## src/rtl/mdio_frame_master.sv

```systemverilog
// MDIO management master: shifts one Clause-22/45 frame out on mdc/mdio and captures read data.
// Frame occupies (PREAMBLE_LEN+32)*2*CLK_DIV cycles plus one DONE cycle; mdio_start is ignored while busy.
module mdio_frame_master #(
  parameter int CLK_DIV      = 2,
  parameter int PREAMBLE_LEN = 32
) (
  input  logic        clk,
  input  logic        reset,
  input  logic        mdio_start,
  input  logic [31:0] t_data,
  input  logic        mdio_in,
  output logic        mdc,
  output logic        mdio_out,
  output logic        mdio_oe,
  output logic        busy,
  output logic [15:0] rd_data,
  output logic        data_rdy,
  output logic        rd_err
);

  localparam int PW     = (2 * CLK_DIV > 2) ? $clog2(2 * CLK_DIV) : 1;
  localparam int MAXLEN = (PREAMBLE_LEN > 18) ? PREAMBLE_LEN : 18;
  localparam int BW     = $clog2(MAXLEN + 1);
  localparam logic [PW-1:0] PH_RISE = PW'(CLK_DIV - 1);
  localparam logic [PW-1:0] PH_HIGH = PW'(CLK_DIV);
  localparam logic [PW-1:0] PH_LAST = PW'(2 * CLK_DIV - 1);

  typedef enum logic [2:0] {IDLE, PRE, HDR, WDAT, RTA, RDAT, DONE} state_t;

  state_t        state, state_n;
  logic [PW-1:0] ph, ph_n;
  logic [BW-1:0] bit_cnt, bit_n, last_bit;
  logic [31:0]   tx, tx_n;
  logic [15:0]   rx, rx_n;
  logic          is_rd, is_rd_n;
  logic          ta, ta_n;
  logic          bit_end, active_n;
  logic          mdc_n, mdio_out_n, mdio_oe_n, busy_n;
  logic [15:0]   rd_data_n;
  logic          data_rdy_n, rd_err_n;

  always_ff @(posedge clk or negedge reset) begin
    if (!reset) begin
      state    <= IDLE;
      ph       <= '0;
      bit_cnt  <= '0;
      tx       <= '0;
      rx       <= '0;
      is_rd    <= 1'b0;
      ta       <= 1'b0;
      mdc      <= 1'b0;
      mdio_out <= 1'b0;
      mdio_oe  <= 1'b0;
      busy     <= 1'b0;
      rd_data  <= '0;
      data_rdy <= 1'b0;
      rd_err   <= 1'b0;
    end else begin
      state    <= state_n;
      ph       <= ph_n;
      bit_cnt  <= bit_n;
      tx       <= tx_n;
      rx       <= rx_n;
      is_rd    <= is_rd_n;
      ta       <= ta_n;
      mdc      <= mdc_n;
      mdio_out <= mdio_out_n;
      mdio_oe  <= mdio_oe_n;
      busy     <= busy_n;
      rd_data  <= rd_data_n;
      data_rdy <= data_rdy_n;
      rd_err   <= rd_err_n;
    end
  end

  always_comb begin
    state_n    = state;
    ph_n       = ph;
    bit_n      = bit_cnt;
    tx_n       = tx;
    rx_n       = rx;
    is_rd_n    = is_rd;
    ta_n       = ta;
    rd_data_n  = rd_data;
    rd_err_n   = rd_err;
    data_rdy_n = 1'b0;
    bit_end    = (ph == PH_LAST);

    case (state)
      PRE:     last_bit = BW'(PREAMBLE_LEN - 1);
      HDR:     last_bit = BW'(13);
      WDAT:    last_bit = BW'(17);
      RTA:     last_bit = BW'(1);
      RDAT:    last_bit = BW'(15);
      default: last_bit = '0;
    endcase

    case (state)
      IDLE: begin
        if (mdio_start) begin
          tx_n    = t_data;
          is_rd_n = t_data[29];
          ph_n    = '0;
          bit_n   = '0;
          state_n = (PREAMBLE_LEN > 0) ? PRE : HDR;
        end
      end
      DONE: state_n = IDLE;
      default: begin
        ph_n = bit_end ? '0 : ph + PW'(1);
        // The edge that raises mdc is the PHY-data sample point.
        if (ph == PH_RISE) begin
          if (state == RTA && bit_cnt == BW'(1)) ta_n = mdio_in;
          if (state == RDAT) rx_n = {rx[14:0], mdio_in};
        end
        if (bit_end) begin
          if (state == HDR || state == WDAT) tx_n = {tx[30:0], 1'b0};
          if (bit_cnt == last_bit) begin
            bit_n = '0;
            case (state)
              PRE:     state_n = HDR;
              HDR:     state_n = is_rd ? RTA : WDAT;
              RTA:     state_n = RDAT;
              default: state_n = DONE;
            endcase
          end else begin
            bit_n = bit_cnt + BW'(1);
          end
        end
      end
    endcase

    // Pin values are registered from the next state so they change at the start of the low phase.
    active_n   = state_n inside {PRE, HDR, WDAT, RTA, RDAT};
    busy_n     = active_n;
    mdc_n      = active_n && (ph_n >= PH_HIGH);
    mdio_oe_n  = state_n inside {PRE, HDR, WDAT};
    mdio_out_n = (state_n == PRE) || ((state_n == HDR || state_n == WDAT) && tx_n[31]);

    if (state == RDAT && state_n == DONE) begin
      rd_data_n  = rx_n;
      rd_err_n   = ta;
      data_rdy_n = 1'b1;
    end
  end

endmodule

```

## config.mk

```make
export PLATFORM = sky130hd
export DESIGN_NAME = mdio_frame_master
export DESIGN_NICKNAME = d
export VERILOG_FILES = /design/src/rtl/mdio_frame_master.sv
export SDC_FILE = /design/constraint.sdc
export NUM_CORES = 1
export LEC_CHECK = 0
export CAP_MARGIN = 5
export CORE_MARGIN = 10
export CORE_UTILIZATION = 33
export CTS_CLUSTER_SIZE = 8
export DETAILED_ROUTE_END_ITERATION = 16
export DONT_BUFFER_PORTS = 1
export PLACE_DENSITY = 0.5
export SLEW_MARGIN = 20
export SYNTH_ARGS = -nofsm -noshare
export SYNTH_HDL_FRONTEND = slang
export SYNTH_SLANG_ARGS = --single-unit
```

## constraint.sdc

```tcl
create_clock -name clk -period 3.52 [get_ports clk]
set_input_delay 0.528 -clock clk [delete_from_list [all_inputs] [get_ports clk]]
set_output_delay 0.528 -clock clk [all_outputs]
set_load 0.05 [all_outputs]
```

Word-level counts from Yosys, hierarchy flattened:

Cells that the tools add are included.

* word-level logic and storage cells: 76
* register bits after elaboration: 83
* output and inout bits: 22
* bits of input ports: 36

* order comparisons: 1
* bitwise operators: 2
* reduce and logical (&&, ||, !) cells: 17
* add/subtract/negate cells: 2
* mux-type cells: 22
* equality and inequality tests: 17

Operators with widths (count)
* 2-to-1 mux 32 bit: 3
* case mux 32 bit (2 select lines): 1
* 2-to-1 mux 16 bit: 3
* case mux 5 bit (5 select lines): 1
* equality test 3 bit (second input constant): 6
* 2-to-1 mux 6 bit: 3
* equality test 3 x 2 -> 1 bit (second input constant): 4
* 2-to-1 mux 3 bit: 4
* case mux 6 bit (2 select lines): 1
* case mux 3 bit (3 select lines): 1
* adder 6 x 1 -> 6 bit (second input constant): 1
* equality test 3 x 1 -> 1 bit (second input constant): 2
* equality test 6 x 1 -> 1 bit (second input constant): 1
* equality test 6 bit: 1
* case mux 3 bit (2 select lines): 1
* AND reduction 3 bit: 2
* nonzero test 5 bit: 1
* logical AND 1 bit: 4
* 2-to-1 mux 2 bit: 2
* case mux 2 bit (2 select lines): 1
* AND reduction 4 bit: 1
* nonzero test 2 bit: 2
* logical NOT 3 bit: 1
* logical OR 1 bit: 3
* other kinds (10): 11

Depth between registers and ports, before layout:

Gate-level depths: netlist of the first run.

* depth in word-level cells: 10
* mapped depth: 8
* gate-level depth less buffers: 6

Worst setup path after synthesis of the first run:

Ideal clock, no wire load.

* path kind: flip-flop to flip-flop
* start: register state[0]
* end: register rd_data[0]
* clock period less this slack: 2241 ps
* required time: 3395 ps
* data arrival time: 2116 ps
* stages on the path, launching flop included: 8
* slack: 1279 ps
* buffers on the path: 2
* library setup time: 125 ps
* cells stage by stage: dfrtp_1 > buf_2 > or3b_1 > a311oi_2 > a21oi_2 > nor3_4 > buf_8 > mux2_4

* word-level cells in the longest chain between the ends: 8
* elaborated cells on any way between the ends: 20
* classes of those cells: eq/ne (8); mux (9); reduce/logical (3)

RTL lines
* from (decl): line 30 `state_t state, state_n;`
* from (signal assigned): line 59 `state <= state_n;`
* equality test 3 bit, or another cell as far along: line 89, 114, 140
* case mux 5 bit (5 select lines): line 89 `case (state)`
* equality test 6 bit: line 118 `if (bit_cnt == last_bit) begin`
* 2-to-1 mux 3 bit: line 118
* 2-to-1 mux 3 bit: line 116 `if (bit_end) begin`
* case mux 3 bit (2 select lines): line 98 `case (state)`
* equality test 3 bit: line 140 `if (state == RDAT && state_n == DONE) begin`
* logical AND 1 bit: line 140
* to (signal assigned): line 70 `rd_data <= rd_data_n;`
* to (decl): line 16 `output logic [15:0] rd_data,`

Parallel ways exist; a longest one is shown, timed or not.
A chain may end at the register's enable or synchronous reset.

Worst setup path in the final report of the first run:

* start: register state[2]
* end: register rd_data[9]

Same word-level chain as after synthesis.

==> summary.md, run 1 <==
| Metric | Value |
|---|---|
| Final WS setup | `922.4 ps` |
| DRC viols | `0` |
| Met1 wire length | `3614 um` |
| Die H | `126.4 um` |
| Vias per cell | `5.526` |
| WP buf/inv | `1` |
| Combinational share of power | `25.4%` |
| PortBufs | `0` |
| Slew @ Worst Pin | `710.5 ps` |
| CP endpoint kind | `register` |
| Seq/Total Area, Yosys | `55.63%` |
| Min Hold Slack | `80.65 ps` |
| Clk pin slew, worst setup/hold paths | `60 ps` |
| Worst setup path class | `reg -> reg` |
| Syn_area_per_cell | `12.08 um2` |
| Minimum clock period | `2598 ps` |
| Lkg Pwr | `2.005 nW` |
| TritonCTS buffer count | `9` |
| Startpoint Class | `register` |
| CTS tree | `yes` |
| Nets | `342` |
| Wire length per cell after detailed routing | `18.49 um` |
| Vias | `2470` |
| Max VDD drop | `0.3682 mV` |
| Max Fclk | `385.0 MHz` |
| Power Density | `821.3 nW/um2` |
| Clock Power Share | `30.4%` |
| IO Pins | `58` |
| MaxCap Viol Count | `0` |
| Worst-path fanout max | `22` |
| Clk_skew | `11.35 ps` |
| CTS max path bufs | `2` |
| Initial antenna violation count | `0` |
| Post-synth EDFFs | `0` |
| Multi-input gate area in the final layout | `1410 um2` |
| Hpwl dp | `5426 um` |
| Worst min-delay path class | `in -> async` |
| Crit path DAT | `2830 ps` |
| Fraction of layout cells with a size suffix above 1 | `20.52%` |
| Tcrit/Tclk final | `73.80%` |
| Internal power | `2.257 mW` |
| Antenna viol nets, final | `0` |
| Total GRT Usage | `10.59%` |
| Initial Util | `34.14%` |
| Die area | `15970 um2` |
| GPL Wtd Cong | `0.8065` |
| Pins Over Slew Limit | `0` |
| Rel. slew slack | `52.63%` |
| Mapped Nets | `349` |
| Switching Fraction | `34.62%` |
| CP Cell Sequence | `nand2_1 > a211oi_1 > o21ai_1 > nor3_4 > buf_4 > mux2_2` |
| RSZ-0062 raised after global routing | `no` |
| Area grow syn2layout | `12.60%` |
| Yosys cell types | `53` |
| DR iter-0 viols | `244` |
| Std-Cell Core Area | `10940 um2` |
| Largest net degree at the start of global routing | `84` |
| #FFs+latches synth | `83` |
| WL met3 | `775 um` |
| Post-cts sizing count | `0` |
| Remaining Overflow, GRT | `0` |
| Top sig layer | `met4` |
| Place WS | `936.5 ps` |
| CTS root buf | `clkbuf_16` |
| Syn Inst Count | `309` |
| # setup viols final | `0` |
| Sequential share of power | `44.2%` |
| H-tree lvl count | `3` |
| Net Switching | `1.195 mW` |
| Met2 wire length | `3724 um` |
| Register area | `2077 um2` |
| Area of the mapped netlist | `3734 um2` |
| Worst path max stage delay | `800 ps` |
| Setup TNS | `0 ps` |
| Yosys synthesis warning count | `0` |
| Routed Wire Length | `8267 um` |
| DIE WIDTH | `126.4 um` |
| First-pass GRT wire length | `13680 um` |
| Skew-Pair Late Insertion Delay | `350 ps` |
| Status | `finished clean` |
| Drt pass-1 iters | `6` |
| Critical path's slowest cell | `dfrtp_1` |
| Final hold vios | `0` |
| CTS Sinks | `83` |
| Synth async-reset ratio | `100.0%` |
| Vias in the first global route | `2480` |
| Row count | `38` |
| CP top delay family | `flip-flops` |
| Post-synth top flop | `dfrtp_1` |
| Filler cells | `1076` |
| Ant diodes | `0` |
| Critical Path RT | `3750 ps` |
## cells in the final DEF (no fill, tap or decap), drive strengths merged, types with 3 or more instances in the layout
cell / synthesis / layout
inv: 38 / 40
ha: 4 / 4
o21ai: 6 / 6
nor3: 6 / 6
dfrtp: 83 / 83
nand3: 8 / 8
a222oi: 30 / 30
nor2: 3 / 3
a21oi: 4 / 4
nor2b: 4 / 4
nor4: 3 / 3
a211oi: 3 / 3
o31ai: 3 / 3
clkbuf: 19 / 10
o211ai: 3 / 3
and2: 3 / 3
mux2: 36 / 36
buf: 5 / 6
nand2: 12 / 12
## layer usage
metal / track usage [%] / vias to the layer above
met5: 0 / -
met4: 4.823 / 0
met3: 5.623 / 11
met2: 14.64 / 54
met1: 13.27 / 1255
li1: - / 1150
## cells in the mapped netlist, drive strengths merged, types with 4 or more instances
cell / count / area, um2
nand3: 8 / 40.04
dfrtp: 83 / 2077
mux2: 36 / 439.2
inv: 38 / 142.6
nor2b: 4 / 25.02
clkbuf: 19 / 71.32
buf: 5 / 35.03
a21oi: 4 / 23.77
ha: 4 / 50.05
nand2: 12 / 45.04
o21ai: 6 / 30.02
nor3: 6 / 41.29
a222oi: 30 / 300.3
## flip-flops by register name, indices dropped and copies added, names as in the netlist, 2 cells and up
name / count
bit_cnt: 6
ph: 2
state: 3
rx: 16
tx: 32
rd_data: 16
## power groups by stage
stage               registers (mW)  clock network [mW]  logic [mW]
global placement              1.53                   0       0.835
global route                  1.57                1.12        1.02
CTS                           1.53                1.08       0.887
detailed placement            1.54                   0       0.862
floorplan                     1.40                   0       0.792
finish                        1.53                1.05       0.877
## area by class of cell
type | count | share of cell area [%]
clock buffers | 10 | 5.685
clock inverters | 6 | 2.262
repair buffers | 6 | 1.548
well taps | 140 | 4.167
inverters | 38 | 3.393
multi-input cells | 164 | 33.54
flip-flops and latches | 83 | 49.40
## logic make-up after synthesis
kind of cell | after synthesis | synth area share (%)
AND/OR/NAND/NOR | 52 | 7.943
buffers and inverters | 62 | 6.669
multiplexers | 36 | 11.76
XOR/XNOR | 1 | 0.2346
adder cells (fa/ha/maj) | 4 | 1.341
AO/OA/AOI/OAI | 71 | 16.42
flip-flops | 83 | 55.63
## stage by stage
step,power (mW),cell area [um2],utilization [%],std cells
after floorplan,2.195,3734,-,309
after global placement,2.367,3842,35.14,430
after detailed placement,2.401,3842,35.14,430
after CTS,3.491,4204,38.44,447
after global routing,3.713,4204,38.44,447
final,3.453,4204,38.44,447
## worst register-to-register path: stages, from the launching register on
cell,delay (ps)
dfrtp_1,800
nand2_1,150
a211oi_1,330
o21ai_1,290
nor3_4,220
buf_4,320
mux2_2,380
## final timing paths
check,from,to,cells past startpoint,slack (ps)
min,reset,rd_data[9],1,80
max in group asynchronous,reset,bit_cnt[4],1,3100
max,state[2],rd_data[9],6,920
min reg2reg,tx[22],tx[22],2,490
max reg2reg,state[2],rd_data[9],6,920
min in group clk,t_data[9],tx[9],2,310
## what timing repair did
action	4_1_cts	5_1_grt
hold endpoints to repair	83	0
buffers inserted	0	0
hold buffers	1	0
Power figures use the tool's default switching activity.
==> inputs of run 2 (changes only) <==
Clock period 3.52 ns to 2.6 ns, I/O delays scaled along.
==> run 2 against run 1 <==
- global-route usage down 0.32 points
- via count fell by 1.3%
- flip-flop and latch count is the same
- sequential share of layout area decreased by 0.71 points
- routed wire length is 1.5% lower
- non-clock buffer count increased by 7
- critical path depth unchanged
- die area unchanged
==> summary.md, run 2 (synthesis results as in run 1) <==
| Metric | Value |
|---|---|
| Status | `finished clean` |
| CTS Sinks | `83 (unchanged)` |
| PortBufs | `0 (unchanged)` |
| Max reg flops | `32 (unchanged)` |
| Switching Fraction | `33.88% (-0.74 points)` |
| WL met3 | `825 um (+6.5%)` |
| Drt pass-1 iters | `5 (-1)` |
| Internal power | `3.095 mW (+37%)` |
| Cells after DPL | `436 (+1.4%)` |
| Remaining Overflow, GRT | `0 (unchanged)` |
| Largest Register | `tx` |
| DIE WIDTH | `126.4 um (unchanged)` |
| Non-Filler Instances | `454 (+1.6%)` |
| CP endpoint kind | `register` |
| IO Pins | `58 (unchanged)` |
| Initial Util | `34.14% (unchanged)` |
| Worst setup path class | `reg -> reg` |
| Commonest non-fill, non-tap cell in the layout | `dfrtp_1` |
| Row count | `38 (unchanged)` |
| Register-to-Register Path Depth | `6 (unchanged)` |
| Minimum clock period | `2366 ps (-231.6 ps)` |
| Startpoint Class | `register` |
| Met2 wire length | `3533 um (-5.1%)` |
| Die area | `15970 um2 (unchanged)` |
| Met1 wire length | `3644 um (+0.83%)` |
| RSZ-0062 raised after global routing | `no` |
| H-tree lvl count | `3 (unchanged)` |
| Rel. slew slack | `57.03% (+4.4 points)` |
| CTS max path bufs | `2 (unchanged)` |
| Ant diodes | `0 (unchanged)` |
| Final WS setup | `234.0 ps (-688.4 ps)` |
| Post-cts sizing count | `0 (unchanged)` |
| DRC viols | `0 (unchanged)` |
| Clock Power Share | `29.7% (-0.7 points)` |
| Crit path DAT | `2550 ps (-280 ps)` |
| Clk_skew | `4.799 ps (-6.550 ps)` |
| Initial antenna violation count | `0 (unchanged)` |
| Tcrit/Tclk final | `91.00% (+17 points)` |
| CTS tree | `yes` |
| Total GRT Usage | `10.27% (-0.32 points)` |
| Power Density | `1097 nW/um2 (+34%)` |
| Hold endpoint | `tx[20]` |
| Vias per cell | `5.372 (-2.8%)` |
| Pins Over Slew Limit | `0 (unchanged)` |
| Slew @ Worst Pin | `640.3 ps (-70.24 ps)` |
| First-pass GRT wire length | `13230 um (-3.2%)` |
| Reg2reg end | `mdio_out` |
| Net Switching | `1.586 mW (+33%)` |
| Setup TNS | `0 ps (unchanged)` |
| Multi-input gate area in the final layout | `1410 um2 (unchanged)` |
| MaxCap Viol Count | `0 (unchanged)` |
| Sequential share of power | `42.6% (-1.6 points)` |
| Place WS | `204.6 ps (-731.9 ps)` |
| Biggest regs | `tx: 32 flops, rd_data: 16 flops, rx: 16 flops` |
| R2R Setup Slk | `230 ps (-690 ps)` |
| GPL Wtd Cong | `0.8113 (+0.60%)` |
| Vias | `2439 (-1.3%)` |
| Hold depth | `2` |
| Lkg Pwr | `2.041 nW (+1.8%)` |
| Nets | `349 (+2.0%)` |
| Final hold vios | `0 (unchanged)` |
| Vias in the first global route | `2414 (-2.7%)` |
| Worst min-delay path class | `in -> reg` |
| Final Power | `4.681 mW (+36%)` |
| Critical Path RT | `2780 ps (-970 ps)` |
| Min Hold Slack | `169.8 ps (+89.11 ps)` |
| Max VDD drop | `0.5070 mV (+38%)` |
| Hpwl dp | `5465 um (+0.72%)` |
| DR iter-0 viols | `294 (+20%)` |
| Register area | `2077 um2 (unchanged)` |
| # setup viols final | `0 (unchanged)` |
| Most frequent cells in the layout | `83 x dfrtp_1, 38 x inv_1, 30 x a222oi_1` |
| Skew-Pair Late Insertion Delay | `340 ps (about the same)` |
| Std-Cell Core Area | `10940 um2 (unchanged)` |
| Largest net degree at the start of global routing | `84 (unchanged)` |
| Max Fclk | `422.7 MHz (+9.8%)` |
| TritonCTS buffer count | `9 (unchanged)` |
| R2R Path Start | `state[1]` |
| Die H | `126.4 um (unchanged)` |
| Wire length per cell after detailed routing | `17.93 um (-3.1%)` |
| Area grow syn2layout | `14.24%` |
| Combinational share of power | `27.7% (+2.3 points)` |
| Routed Wire Length | `8140 um (-1.5%)` |
| Fraction of layout cells with a size suffix above 1 | `21.66% (+1.1 points)` |
| Antenna viol nets, final | `0 (unchanged)` |
| Worst-path fanout max | `13 (-41%)` |
| Filler cells | `1070 (-0.56%)` |
| Hold path start | `t_data[20]` |
| Clk pin slew, worst setup/hold paths | `60 ps (about the same)` |
| CTS root buf | `clkbuf_16` |
| Top sig layer | `met4` |
[run 2: how the worst max path moves through the flow]
stage | startpoint | to | slack (ps)
floorplan | state[0] | rd_data[0] | 360
CTS | state[1] | mdio_out | 190
global placement | state[1] | mdio_out | 190
detailed placement | state[1] | mdio_out | 200
finish | state[1] | mdio_out | 230
global route | state[1] | bit_cnt[2] | 50
[run 2: timing repair]
action / CTS / global route
hold endpoints to repair: 83 / 0
buffers inserted: 0 / 0
hold buffers: 2 / 0
[run 2: layout make-up]
cell class,instances,area share (%)
clock buffer,11,5.691
tap,140,4.107
sequential,83,48.69
clock inverter,5,1.995
multi-input combinational,164,33.06
timing repair buffer,13,3.109
inverter,38,3.344
[run 2: power groups by stage]
stage | sequential, mW | combinational [mW] | clock [mW]
floorplan | 1.90 | 1.07 | 0
global placement | 2.01 | 1.26 | 0
detailed placement | 2.01 | 1.28 | 0
CTS | 1.99 | 1.31 | 1.43
global route | 2.04 | 1.49 | 1.48
finish | 1.99 | 1.30 | 1.39
[run 2: worst max-delay path, cell delays in order, from the launching register on]
cell	delay, ps
dfrtp_1	550
buf_4	240
or3_1	120
nand3_1	90
a21oi_2	520
o21ai_0	180
a2111oi_0	520
[run 2: metrics by stage]
stage               cell area [um2]  util (%)
finish                         4265     39.00
floorplan                      3734         -
global placement               3900     35.66
global route                   4265     39.00
CTS                            4265     39.00
detailed placement             3900     35.66
[run 2: layer usage]
| layer | GRT usage [%] | vias up |
|---|---|---|
| met1 | 12.95 | 1190 |
| li1 | - | 1159 |
| met3 | 5.623 | 14 |
| met5 | 0 | - |
| met2 | 14.09 | 76 |
| met4 | 4.421 | 0 |
==> inputs of run 3 (changes only) <==
Settings changed: TNS_END_PERCENT from default to 5.
==> results of run 3 <==
Same layout as run 2: the final DEF is identical, and so are final timing and power.
